**src/rtl/div_sdm_pkg.sv**
```systemverilog
// div_sdm_pkg: shared constants for the MASH 1-1-1 fractional-N modulator.
// Defines the default accumulator and divide-word widths, the dither LFSR seed,
// the feedback tap mask for x^15+x^14+1, and the modulator output range.
package div_sdm_pkg;
    localparam int          ACC_W     = 16;
    localparam int          N_W       = 6;
    localparam int          LFSR_W    = 15;
    localparam logic [14:0] LFSR_SEED = 15'h7FFF;
    // Feedback is the XOR of the x^15 and x^14 terms, which are bits 14 and 13.
    localparam logic [14:0] LFSR_TAPS = 15'h6000;
    localparam int          Y_MIN     = -3;
    localparam int          Y_MAX     = 4;
endpackage

```
**src/rtl/sdm_acc_stage.sv**
```systemverilog
// sdm_acc_stage: one first-order accumulator stage with carry out.
// Ports:
//   clk, rstn - clock and asynchronous active-low reset
//   clr       - synchronous clear of the accumulator (bypass mode)
//   addend    - value added to the accumulator this cycle
//   cin       - extra 1-LSB input (dither on stage 1, zero elsewhere)
//   sum       - next accumulator value, combinational, feeds the next stage
//   carry     - overflow of this cycle's addition
module sdm_acc_stage
    import div_sdm_pkg::*;
#(
    parameter int W = ACC_W
) (
    input  logic         clk,
    input  logic         rstn,
    input  logic         clr,
    input  logic [W-1:0] addend,
    input  logic         cin,
    output logic [W-1:0] sum,
    output logic         carry
);
    logic [W-1:0] acc;

    assign {carry, sum} = (W+1)'(acc) + (W+1)'(addend) + (W+1)'(cin);

    always_ff @(posedge clk or negedge rstn) begin
        if (!rstn)
            acc <= '0;
        else
            acc <= clr ? '0 : sum;
    end
endmodule

```
**src/rtl/div_sdm_mash.sv**
```systemverilog
// div_sdm_mash: third-order MASH 1-1-1 sigma-delta modulator for the fractional-N divider.
// Ports:
//   clk, rstn  - divider/reference-rate clock, asynchronous active-low reset
//   enable     - modulator enable; low selects bypass and clears all state
//   cfg_upd    - single-cycle pulse loading frac/div_n into the shadow regs while running
//   frac       - unsigned fractional word, value frac/2^ACC_W
//   div_n      - integer divide word
//   dither_en  - adds a 1-LSB pseudo-random dither into stage 1
//   div_ratio  - registered divide ratio, never negative
//   div_valid  - div_ratio carries modulator output rather than bypass
//   sdm_nc_out - stage-1 residue acc1[ACC_W-1:1] for the noise-cancellation DAC
module div_sdm_mash #(
    parameter int          ACC_W     = div_sdm_pkg::ACC_W,
    parameter int          N_W       = div_sdm_pkg::N_W,
    parameter logic [14:0] LFSR_SEED = div_sdm_pkg::LFSR_SEED
) (
    input  logic             clk,
    input  logic             rstn,
    input  logic             enable,
    input  logic             cfg_upd,
    input  logic [ACC_W-1:0] frac,
    input  logic [N_W-1:0]   div_n,
    input  logic             dither_en,
    output logic [N_W+1:0]   div_ratio,
    output logic             div_valid,
    output logic [ACC_W-2:0] sdm_nc_out
);
    import div_sdm_pkg::LFSR_TAPS;

    logic [ACC_W-1:0] frac_s, sum1, sum2, sum3;
    logic [N_W-1:0]   div_n_s;
    logic [14:0]      lfsr;
    logic             c1, c2, c3, c2_d, c3_d, c3_dd;
    logic [3:0]       y;
    logic [N_W+1:0]   ratio_sum;

    sdm_acc_stage #(.W(ACC_W)) u_s1 (
        .clk(clk), .rstn(rstn), .clr(!enable),
        .addend(frac_s), .cin(dither_en & lfsr[0]), .sum(sum1), .carry(c1)
    );
    sdm_acc_stage #(.W(ACC_W)) u_s2 (
        .clk(clk), .rstn(rstn), .clr(!enable),
        .addend(sum1), .cin(1'b0), .sum(sum2), .carry(c2)
    );
    sdm_acc_stage #(.W(ACC_W)) u_s3 (
        .clk(clk), .rstn(rstn), .clr(!enable),
        .addend(sum2), .cin(1'b0), .sum(sum3), .carry(c3)
    );

    // Modulo-16 arithmetic is exact here because y always lies in -3..+4.
    assign y = 4'(c1) + 4'(c2) + 4'(c3) + 4'(c3_dd) - 4'(c2_d) - {2'b00, c3_d, 1'b0};
    assign ratio_sum = {2'b00, div_n_s} + {{(N_W-2){y[3]}}, y};

    always_ff @(posedge clk or negedge rstn) begin
        if (!rstn) begin
            frac_s     <= '0;
            div_n_s    <= '0;
            lfsr       <= LFSR_SEED;
            c2_d       <= 1'b0;
            c3_d       <= 1'b0;
            c3_dd      <= 1'b0;
            div_ratio  <= '0;
            div_valid  <= 1'b0;
            sdm_nc_out <= '0;
        end else begin
            if (!enable || cfg_upd) begin
                frac_s  <= frac;
                div_n_s <= div_n;
            end
            if (!enable) begin
                lfsr       <= LFSR_SEED;
                c2_d       <= 1'b0;
                c3_d       <= 1'b0;
                c3_dd      <= 1'b0;
                div_ratio  <= {2'b00, div_n};
                div_valid  <= 1'b0;
                sdm_nc_out <= '0;
            end else begin
                lfsr       <= {lfsr[13:0], ^(lfsr & LFSR_TAPS)};
                c2_d       <= c2;
                c3_d       <= c3;
                c3_dd      <= c3_d;
                // A negative sum clamps to zero instead of wrapping.
                div_ratio  <= ratio_sum[N_W+1] ? '0 : ratio_sum;
                div_valid  <= 1'b1;
                sdm_nc_out <= sum1[ACC_W-1:1];
            end
        end
    end
endmodule

```
**config.mk**
```make
export PLATFORM = sky130hd
export DESIGN_NAME = div_sdm_mash
export DESIGN_NICKNAME = d
export VERILOG_FILES = /design/src/rtl/div_sdm_pkg.sv /design/src/rtl/sdm_acc_stage.sv /design/src/rtl/div_sdm_mash.sv
export SDC_FILE = /design/constraint.sdc
export NUM_CORES = 1
export LEC_CHECK = 0
export ABC_AREA = 1
export ABC_CLOCK_PERIOD_IN_PS = 8200
export BUFFER_PORTS_ARGS = -buffer_cell sky130_fd_sc_hd__buf_2
export CELL_PAD_IN_SITES_DETAIL_PLACEMENT = 0
export CELL_PAD_IN_SITES_GLOBAL_PLACEMENT = 1
export CORE_ASPECT_RATIO = 0.75
export CORE_MARGIN = 5
export CORE_UTILIZATION = 45
export DETAILED_ROUTE_END_ITERATION = 8
export HOLD_SLACK_MARGIN = 0.08
export PLACE_DENSITY = 0.78
export SYNTH_ARGS = -nofsm -noshare
export SYNTH_HDL_FRONTEND = slang
export SYNTH_SLANG_ARGS = --single-unit
```
**constraint.sdc**
```tcl
create_clock -name clk -period 8.2 [get_ports clk]
set_clock_uncertainty 0.2 [all_clocks]
set_input_delay 1.23 -clock clk [delete_from_list [all_inputs] [get_ports clk]]
set_output_delay 1.23 -clock clk [all_outputs]
set_load 0.05 [all_outputs]
```
==> Word level (Yosys, flattened, before mapping) <==
Cells that the tools add are included.
{ "totals": {"regBits": 112, "latchBits": 0, "mem_bits_rw": 0, "rom_bits": 0, "in_bits": 27, "output_inout_bits": 24, "n_memories": 0} }
{ "op_classes": {"add_sub_neg": 10, "n_mul": 0, "div": 0, "order_cmp": 0, "n_eq_ne": 0, "shifts": 0, "n_mux": 11, "n_bitwise": 1, "reduce_logical": 3} }
{ "ops": {"columns": ["operator", "n"], "rows": [
  ["adder 16 x 16 -> 17 bit", 3],
  ["2-to-1 mux 16 bit", 3],
  ["2-to-1 mux 15 bit", 2],
  ["adder 17 x 1 -> 17 bit", 1],
  ["parity 15 bit", 1],
  ["2-to-1 mux 7 bit", 2],
  ["adder 7 x 4 -> 8 bit", 1],
  ["adder 3 x 1 -> 4 bit", 1],
  ["2-to-1 mux 1 bit", 4],
  ["subtractor 4 x 1 -> 4 bit", 1],
  ["subtractor 4 x 2 -> 4 bit", 1],
  ["adder 2 x 1 -> 3 bit", 1],
  ["adder 1 x 1 -> 2 bit", 1],
  ["AND 1 bit", 1],
  ["logical NOT 1 bit", 1],
  ["logical OR 1 bit", 1]
]} }

==> Depth between registers and ports, before layout <==
Gate-level depths: netlist of run 1.
{ "depth": {"word_depth": 11, "mapped_depth": 44} }

==> Modules after synthesis <==
Synthesis of run 1 repeated with hierarchy kept, for this count alone.
{ "unflattened": {"hier_cells": 957, "area_unflattened_um2": 7226.9} }
{ "modules_own_cells": {"columns": ["mod", "n_inst", "cells_each", "area_each_um2", "seq_area_each_um2"], "rows": [
  ["sdm_acc_stage (u_s1 ...)", 2, 234, 1491.4, 400.4],
  ["div_sdm_mash", 1, 255, 2745.1, 1595.3],
  ["sdm_acc_stage (u_s3)", 1, 234, 1498.9, 400.4]
]} }

==> Worst setup path before layout of run 1 <==
OpenSTA, ideal clock, no wires.
{ "synth_path": {"path_type": "in2reg", "startpoint": "in dither_en", "endpoint": "reg div_ratio[3]", "setup_ns": 0.118, "arrival_time_ns": 6.661, "slack_ns": 1.221, "cell_stages": 38, "cell_sequence": "nand2_1 > fa_1 > fa_1 > inv_1 > nand3_1 > nand2_1 > nand2_1 > nand2_1 > nand2_1 > nand2_1 > nand2_1 > nand2_1 > inv_1 > ha_1 > nand2_1 > inv_1 > a21oi_1 > nand4_1 > [... 2 more ...] > ha_1 > nand2_1 > nor2_1 > nand4_1 > nand3_1 > a21oi_1 > fa_1 > inv_1 > ha_1 > fa_1 > xnor2_1 > ha_1 > a21oi_1 > nand2_1 > nand4_1 > nand4_1 > nand2_1 > nand2_1"} }
{ "synth_between": {"elab_chain_cells": 11, "word_cells_on_any_way": 12, "classes_between": "9 x add/sub; 2 x mux; 1 x bitwise"} }
{ "synth_rtl": {"columns": ["item", "line_no", "rtl"], "rows": [
  ["start, declared", "div_sdm_mash.sv:23", "input logic dither_en,"],
  ["AND 1 bit (*)", "div_sdm_mash.sv:39", ".addend(frac_s), .cin(dither_en & lfsr[0]), .sum(sum1), .carry(c1)"],
  ["adder 17 x 1 -> 17 bit (*)", "sdm_acc_stage.sv:24", "assign {carry, sum} = (W+1)'(acc) + (W+1)'(addend) + (W+1)'(cin);"],
  ["adder 16 x 16 -> 17 bit", "sdm_acc_stage.sv:24", null],
  ["adder 16 x 16 -> 17 bit or adder 1 x 1 -> 2 bit (tied branches)", "sdm_acc_stage.sv:24, div_sdm_mash.sv:51", null],
  ["adder 2 x 1 -> 3 bit (*)", "div_sdm_mash.sv:51", "assign y = 4'(c1) + 4'(c2) + 4'(c3) + 4'(c3_dd) - 4'(c2_d) - {2'b00, c3_d, 1'b0};"],
  ["adder 3 x 1 -> 4 bit (*)", "div_sdm_mash.sv:51", null],
  ["subtractor 4 x 1 -> 4 bit (*)", "div_sdm_mash.sv:51", null],
  ["subtractor 4 x 2 -> 4 bit (*)", "div_sdm_mash.sv:51", null],
  ["adder 7 x 4 -> 8 bit (*)", "div_sdm_mash.sv:52", "assign ratio_sum = {2'b00, div_n_s} + {{(N_W-2){y[3]}}, y};"],
  ["2-to-1 mux 7 bit (*)", "div_sdm_mash.sv:84", "div_ratio <= ratio_sum[N_W+1] ? '0 : ratio_sum;"],
  ["2-to-1 mux 7 bit (*)", "div_sdm_mash.sv:70", "if (!enable) begin"],
  ["end signal, assigned", "div_sdm_mash.sv:75", "div_ratio <= {2'b00, div_n};"],
  ["end signal, assigned", "div_sdm_mash.sv:84", null],
  ["end, declared", "div_sdm_mash.sv:24", "output logic [N_W+1:0] div_ratio,"]
]} }
Mark *: on every way between the ends. The rest lies on a longest branch, timed or not.
A chain may end at the register's enable or synchronous reset.

==> Worst setup path in the final report of run 1 <==
{ "layout_path": {"startpoint": "in dither_en", "endpoint": "reg div_ratio[2]"} }
Same word-level chain as after synthesis.

==> impl_metrics.toml, run 1 <==
[outcome]
status = "completed"

[sta]
finalCriticalPeriod_ps = 7550
rsz0062_at_grt = "no"
fmax_ghz = 0.133
slew_violations = 0
setup_violations = 0
hold_slack_ps = 317
finalSetupTns_ps = 0
worst_slew_pin_slew_ps = 1010
hold_viol = 0
relSlewSlack_pct = 32.9
period_share_pct = 92.0

[finish]
design_area_sq_mm = 0.00699
area_growth_pct = 9.72
nNetsFinal = 947
fin_util_pct = 50.7
antenna_cells = 0
drive_gt1_share_pct = 13.4

[grt]
grt_pass1_vias = 5108
grt_max_degree = 70
grt_overflow = 0
antenna_found_initial = 0
grt_util_all_layers_pct = 18.8
grt_pass1_wl_um = 25500

[cts]
cts_tree = "yes"
clkLatencyLatePin_ps = 350
clk_path_buf_depth = 2
cts_hold_buf = 0
clock-sinks = 96
clk_pin_slew_ps = 80
cts_buffers = 9
ctsRootBufferMaster = "clkbuf_16"
post-cts-setup-buffer-count = 0
h-tree-depth = 3

[setup_path]
rr_worst_depth = 39
cp-start-kind = "input port"
rrSetupSlack_ps = 1070
end_kind = "register"
crit_start = "dither_en"
worstSetupEndpoint = "div_ratio[2]$_DFF_PN0_"
crit_top_cell = "nand2_1"
r2r_start = "lfsr[0]$_DFF_PN1_"
required_ps = 8250
crit_path_max_fanout = 5
critPathKind = "in -> reg"
critPathSlowestCell = "fa_1"
cp_data_arrival_time_ps = 7590
regToRegEndpoint = "div_ratio[2]$_DFF_PN0_"
slowest_delay_ps = 500

[placed_design]
hpwl_um = 11400
io_buffers = 49
placed_area_sq_mm = 0.00668
globalplace.congestion = 0.888

[floorplan]
core_area_sq_mm = 0.0138
die-area_sq_mm = 0.0167
initial_core_util_pct = 46.2
fp-row-count = 37
die_w_um = 147
die_y_um = 113
io_pins = 51

[drt]
drtPass1Iterations = 5
ant_nets = 0
drc = 0
via_per_inst = 5.02
routedWlPerCell_um = 14.4
num_vias = 5202
drt_iter0_markers = 294
drt_wl_total_um = 15000

[synth]
syn_area_per_cell_sq_um = 7.76
synth_common_cells = "nand2_1, inv_1, nor2_1, dfrtp_1, a21oi_1"
synth-edff-count = 0
synth_top_area_share_pct = 31.8
ys_seq_elements = 96
yosysUniqueCellTypes = 30
async_flop_share_pct = 100
ys_seq_area_share_pct = 38.0
ys_warn_count = 0
synthesis.nets = 912
yosysMostFrequentCell = "nand2_1"
synthCells = 821
synth.cell_area_sq_mm = 0.00637
ys.flop_type = "dfrtp_1"
synthTopCellsByArea = "dfrtp_1, nand2_1, ha_1"
synth_top_area_cell = "dfrtp_1"

[run]
max_cap_viol_count = 0

[worst_hold_path]
hold_class = "reg -> reg"
flip-flops by register name, indices dropped and copies added, names as in the netlist:
signal      flops
frac_s         16
u_s2.acc       16
u_s3.acc       16
lfsr           15
u_s1.acc       15
div_ratio       7
div_n_s         6
c2_d            1
c3_d            1
c3_dd           1
div_valid       1
sdm_nc_out      1
worst min-delay path by stage:
stage,from,end,cells after the start
floorplan,frac_s[15]$_DFFE_PN0P_,frac_s[15]$_DFFE_PN0P_,1
CTS,frac_s[4]$_DFFE_PN0P_,frac_s[4]$_DFFE_PN0P_,1
global route,frac_s[5]$_DFFE_PN0P_,frac_s[5]$_DFFE_PN0P_,1
finish,frac_s[4]$_DFFE_PN0P_,frac_s[4]$_DFFE_PN0P_,1
detailed placement,frac_s[13]$_DFFE_PN0P_,frac_s[13]$_DFFE_PN0P_,1
global placement,frac_s[5]$_DFFE_PN0P_,frac_s[5]$_DFFE_PN0P_,1
area by class of cell:
class                   count  area (sq um)
clock inverters             7          86.3
repair buffers             51           263
multi-input cells         588          3370
flip-flops and latches     96          2420
clock buffers               9           225
fillers                  1348          6800
inverters                 110           413
well taps                 175           219
what timing repair did:
item / 4_1_cts / 5_1_grt
endpoints found under the hold margin: 0 / 0
endpoints found under the setup margin: 0 / 5
gates resized for setup: 0 / 1
layout by cell type, fill, tap and decap left out, types with 5 or more instances in the layout:
cell,Yosys,routed
a21oi_1,59,59
buf_2,0,48
clkbuf_16,0,9
dfrtp_1,81,81
dfstp_2,15,15
fa_1,8,8
ha_1,56,56
inv_1,109,109
mux2_2,7,7
mux2_4,10,10
nand2_1,211,211
nand3_1,44,44
nand3b_1,6,6
nand4_1,13,13
nor2_1,92,91
nor3_1,9,9
o21ai_0,35,35
or2_2,14,14
xnor2_1,5,5
xor2_1,8,8
worst max-delay path, delay by kind of cell:
family                   cells  cell delay, ps
adder cells (fa/ha/maj)      8            2900
AND/OR/NAND/NOR             24            2630
buffers and inverters        5             320
AO/OA/AOI/OAI                2             310
XOR/XNOR                     1             180
cells by family (layout without fill, tap and decap cells):
group / Yosys count / count (layout) / synth area share [%]
AO/OA/AOI/OAI: 99 / 99 / 7.97
multiplexers: 17 / 17 / 3.59
AND/OR/NAND/NOR: 394 / 394 / 25.9
adder cells (fa/ha/maj): 64 / 64 / 13.5
flip-flops: 96 / 96 / 38.0
buffers and inverters: 137 / 177 / 9.25
XOR/XNOR: 13 / 13 / 1.79
other: 1 / 1 / 0.0588
metrics by stage:
stage,worst slack [ps],std cells
after floorplan,1220,821
after global placement,286,1020
after detailed placement,231,1020
after CTS,575,1036
after global routing,3.72,1036
final,654,1036
per-layer routing:
metal  up-vias  wire length [um]  global-route usage (%)
met5         -                 0                       0
met4         0               130                    3.72
met3         9               532                    3.04
met2       102              6390                    27.7
met1      2403              7910                    29.3
li1       2688                 -                       -
Power of run 1 is not shown: default switching activity piles up to over one toggle a cycle in this logic, so the estimate is an artifact.
==> run 2, diff against run 1 <==
RECOVER_POWER = 25   (was not set)
==> run 2 against run 1 <==
The run now ends with capacitance limit, slew limit left; setup slack got worse by 3.5 ps; routed wire length about the same; die area unchanged; critical path depth unchanged; register-to-register slack about the same; clock-buffer cell count unchanged; sequential share of layout area increased by 0.087 points; non-clock buffer count unchanged; flip-flop and latch count unchanged; global-route usage unchanged; final area decreased by 0.25%; critical endpoint unchanged; largest cell class unchanged.
==> impl_metrics.toml, run 2 (same netlist as run 1, synthesis figures left out) <==
[outcome]
status = "finished, violations left"
violations = "capacitance limit, slew limit"

[cts]
h-tree-depth = 3
clk_pin_slew_ps = 80
clock-sinks = 96
cts_buffers = 9
ctsRootBufferMaster = "clkbuf_16"
post-cts-setup-buffer-count = 0
clkLatencyLatePin_ps = 350
clk_path_buf_depth = 2
cts_tree = "yes"
cts_hold_buf = 0

[finish]
antenna_cells = 0
multi_input_area_sq_mm = 0.00337
fillers = 1350
final_common_cell = "nand2_1"
nNetsFinal = 947
area_growth_pct = 9.44
drive_gt1_share_pct = 12.2
seq_area_sq_mm = 0.00242
layout_common_cells = "nand2_1, inv_1, nor2_1"
final_cells = 1036
top_regs = "frac_s (16), u_s2.acc (16), u_s3.acc (16)"

[setup_path]
cp_data_arrival_time_ps = 7600
cp-start-kind = "input port"
r2r_start = "lfsr[0]$_DFF_PN1_"
required_ps = 8250
rrSetupSlack_ps = 1060
end_kind = "register"
critPathKind = "in -> reg"
crit_path_max_fanout = 5
slowest_delay_ps = 500
crit_top_cell = "nand2_1"
rr_worst_depth = 39
regToRegEndpoint = "div_ratio[2]$_DFF_PN0_"
critPathSlowestCell = "fa_1"

[drt]
drt_wl_total_um = 15000
num_vias = 5206
drt_iter0_markers = 288
via_per_inst = 5.03
routedWlPerCell_um = 14.4
drtPass1Iterations = 5
ant_nets = 0
drc = 0

[grt]
grt_overflow = 0
antenna_found_initial = 0
grt_max_degree = 70
grt_pass1_vias = 5108
grt_pass1_wl_um = 25500
grt_util_all_layers_pct = 18.8

[sta]
finalSetupTns_ps = 0
finalCriticalPeriod_ps = 7550
rsz0062_at_grt = "no"
slew_violations = 99
hold_slack_ps = 318
setup_violations = 0
relSlewSlack_pct = -162
period_share_pct = 92.1
hold_viol = 0
worst_slew_pin_slew_ps = 3930
fmax_ghz = 0.132

[floorplan]
die-area_sq_mm = 0.0167
die_y_um = 113
core_area_sq_mm = 0.0138
fp-row-count = 37
die_w_um = 147
io_pins = 51
initial_core_util_pct = 46.2

[placed_design]
dp.cells = 1020
globalplace.congestion = 0.888
io_buffers = 49
hpwl_um = 11400

[worst_hold_path]
worst_hold_path.num_cells = 1
hold-path-endpoint = "frac_s[4]$_DFFE_PN0P_"
hp-start = "frac_s[4]$_DFFE_PN0P_"
hold_class = "reg -> reg"

[run]
max_cap_viol_count = 2
run 2: cell types whose count changed in the layout (fill, tap and decap cells not counted):
cell	change
buf_4	-2
clkbuf_1	+10
buf_2	-8
run 2: stage by stage:
step / worst slack, ps / utilization (%) / cell area [sq um]
finish: 650 / 50.6 / 6980
global route: 2.16 / 50.6 / 6980
CTS: 575 / 50.7 / 6990
detailed placement: 231 / 48.4 / 6680
global placement: 286 / 48.4 / 6680
floorplan: 1220 / - / 6370
run 2: worst max-delay path: cells and delay by family:
| kind | cells | cell delay [ps] |
|---|---|---|
| adder cells (fa/ha/maj) | 8 | 2900 |
| AND/OR/NAND/NOR | 24 | 2640 |
| buffers and inverters | 5 | 320 |
| XOR/XNOR | 1 | 180 |
| AO/OA/AOI/OAI | 2 | 310 |
run 2: final cells by class:
type | count | area share [%]
well taps | 175 | 3.14
clock buffers | 9 | 3.23
clock inverters | 7 | 1.24
inverters | 110 | 5.92
repair buffers | 51 | 3.52
flip-flops and latches | 96 | 34.7
multi-input cells | 588 | 48.3
run 2: what timing repair did:
action,in CTS,in global routing
setup endpoints to repair,0,5
gates resized for setup,0,1
hold endpoints to repair,0,0
run 2: how the worst max path moves through the flow:
stage | slack (ps) | startpoint | endpoint
after floorplan | 1220 | dither_en | div_ratio[3]$_DFF_PN0_
after global placement | 290 | dither_en | div_ratio[3]$_DFF_PN0_
after detailed placement | 230 | dither_en | div_ratio[3]$_DFF_PN0_
after CTS | 580 | dither_en | div_ratio[0]$_DFF_PN0_
after global routing | 2 | dither_en | div_ratio[4]$_DFF_PN0_
final | 650 | dither_en | div_ratio[2]$_DFF_PN0_
run 2: metal layers:
layer | global-route usage [%] | share of wire (%)
met1 | 29.3 | 53
met2 | 27.7 | 43
met3 | 3.04 | 3.7
met4 | 3.72 | 0.87
met5 | 0 | 0
Power of run 2 is left out for the same reason.
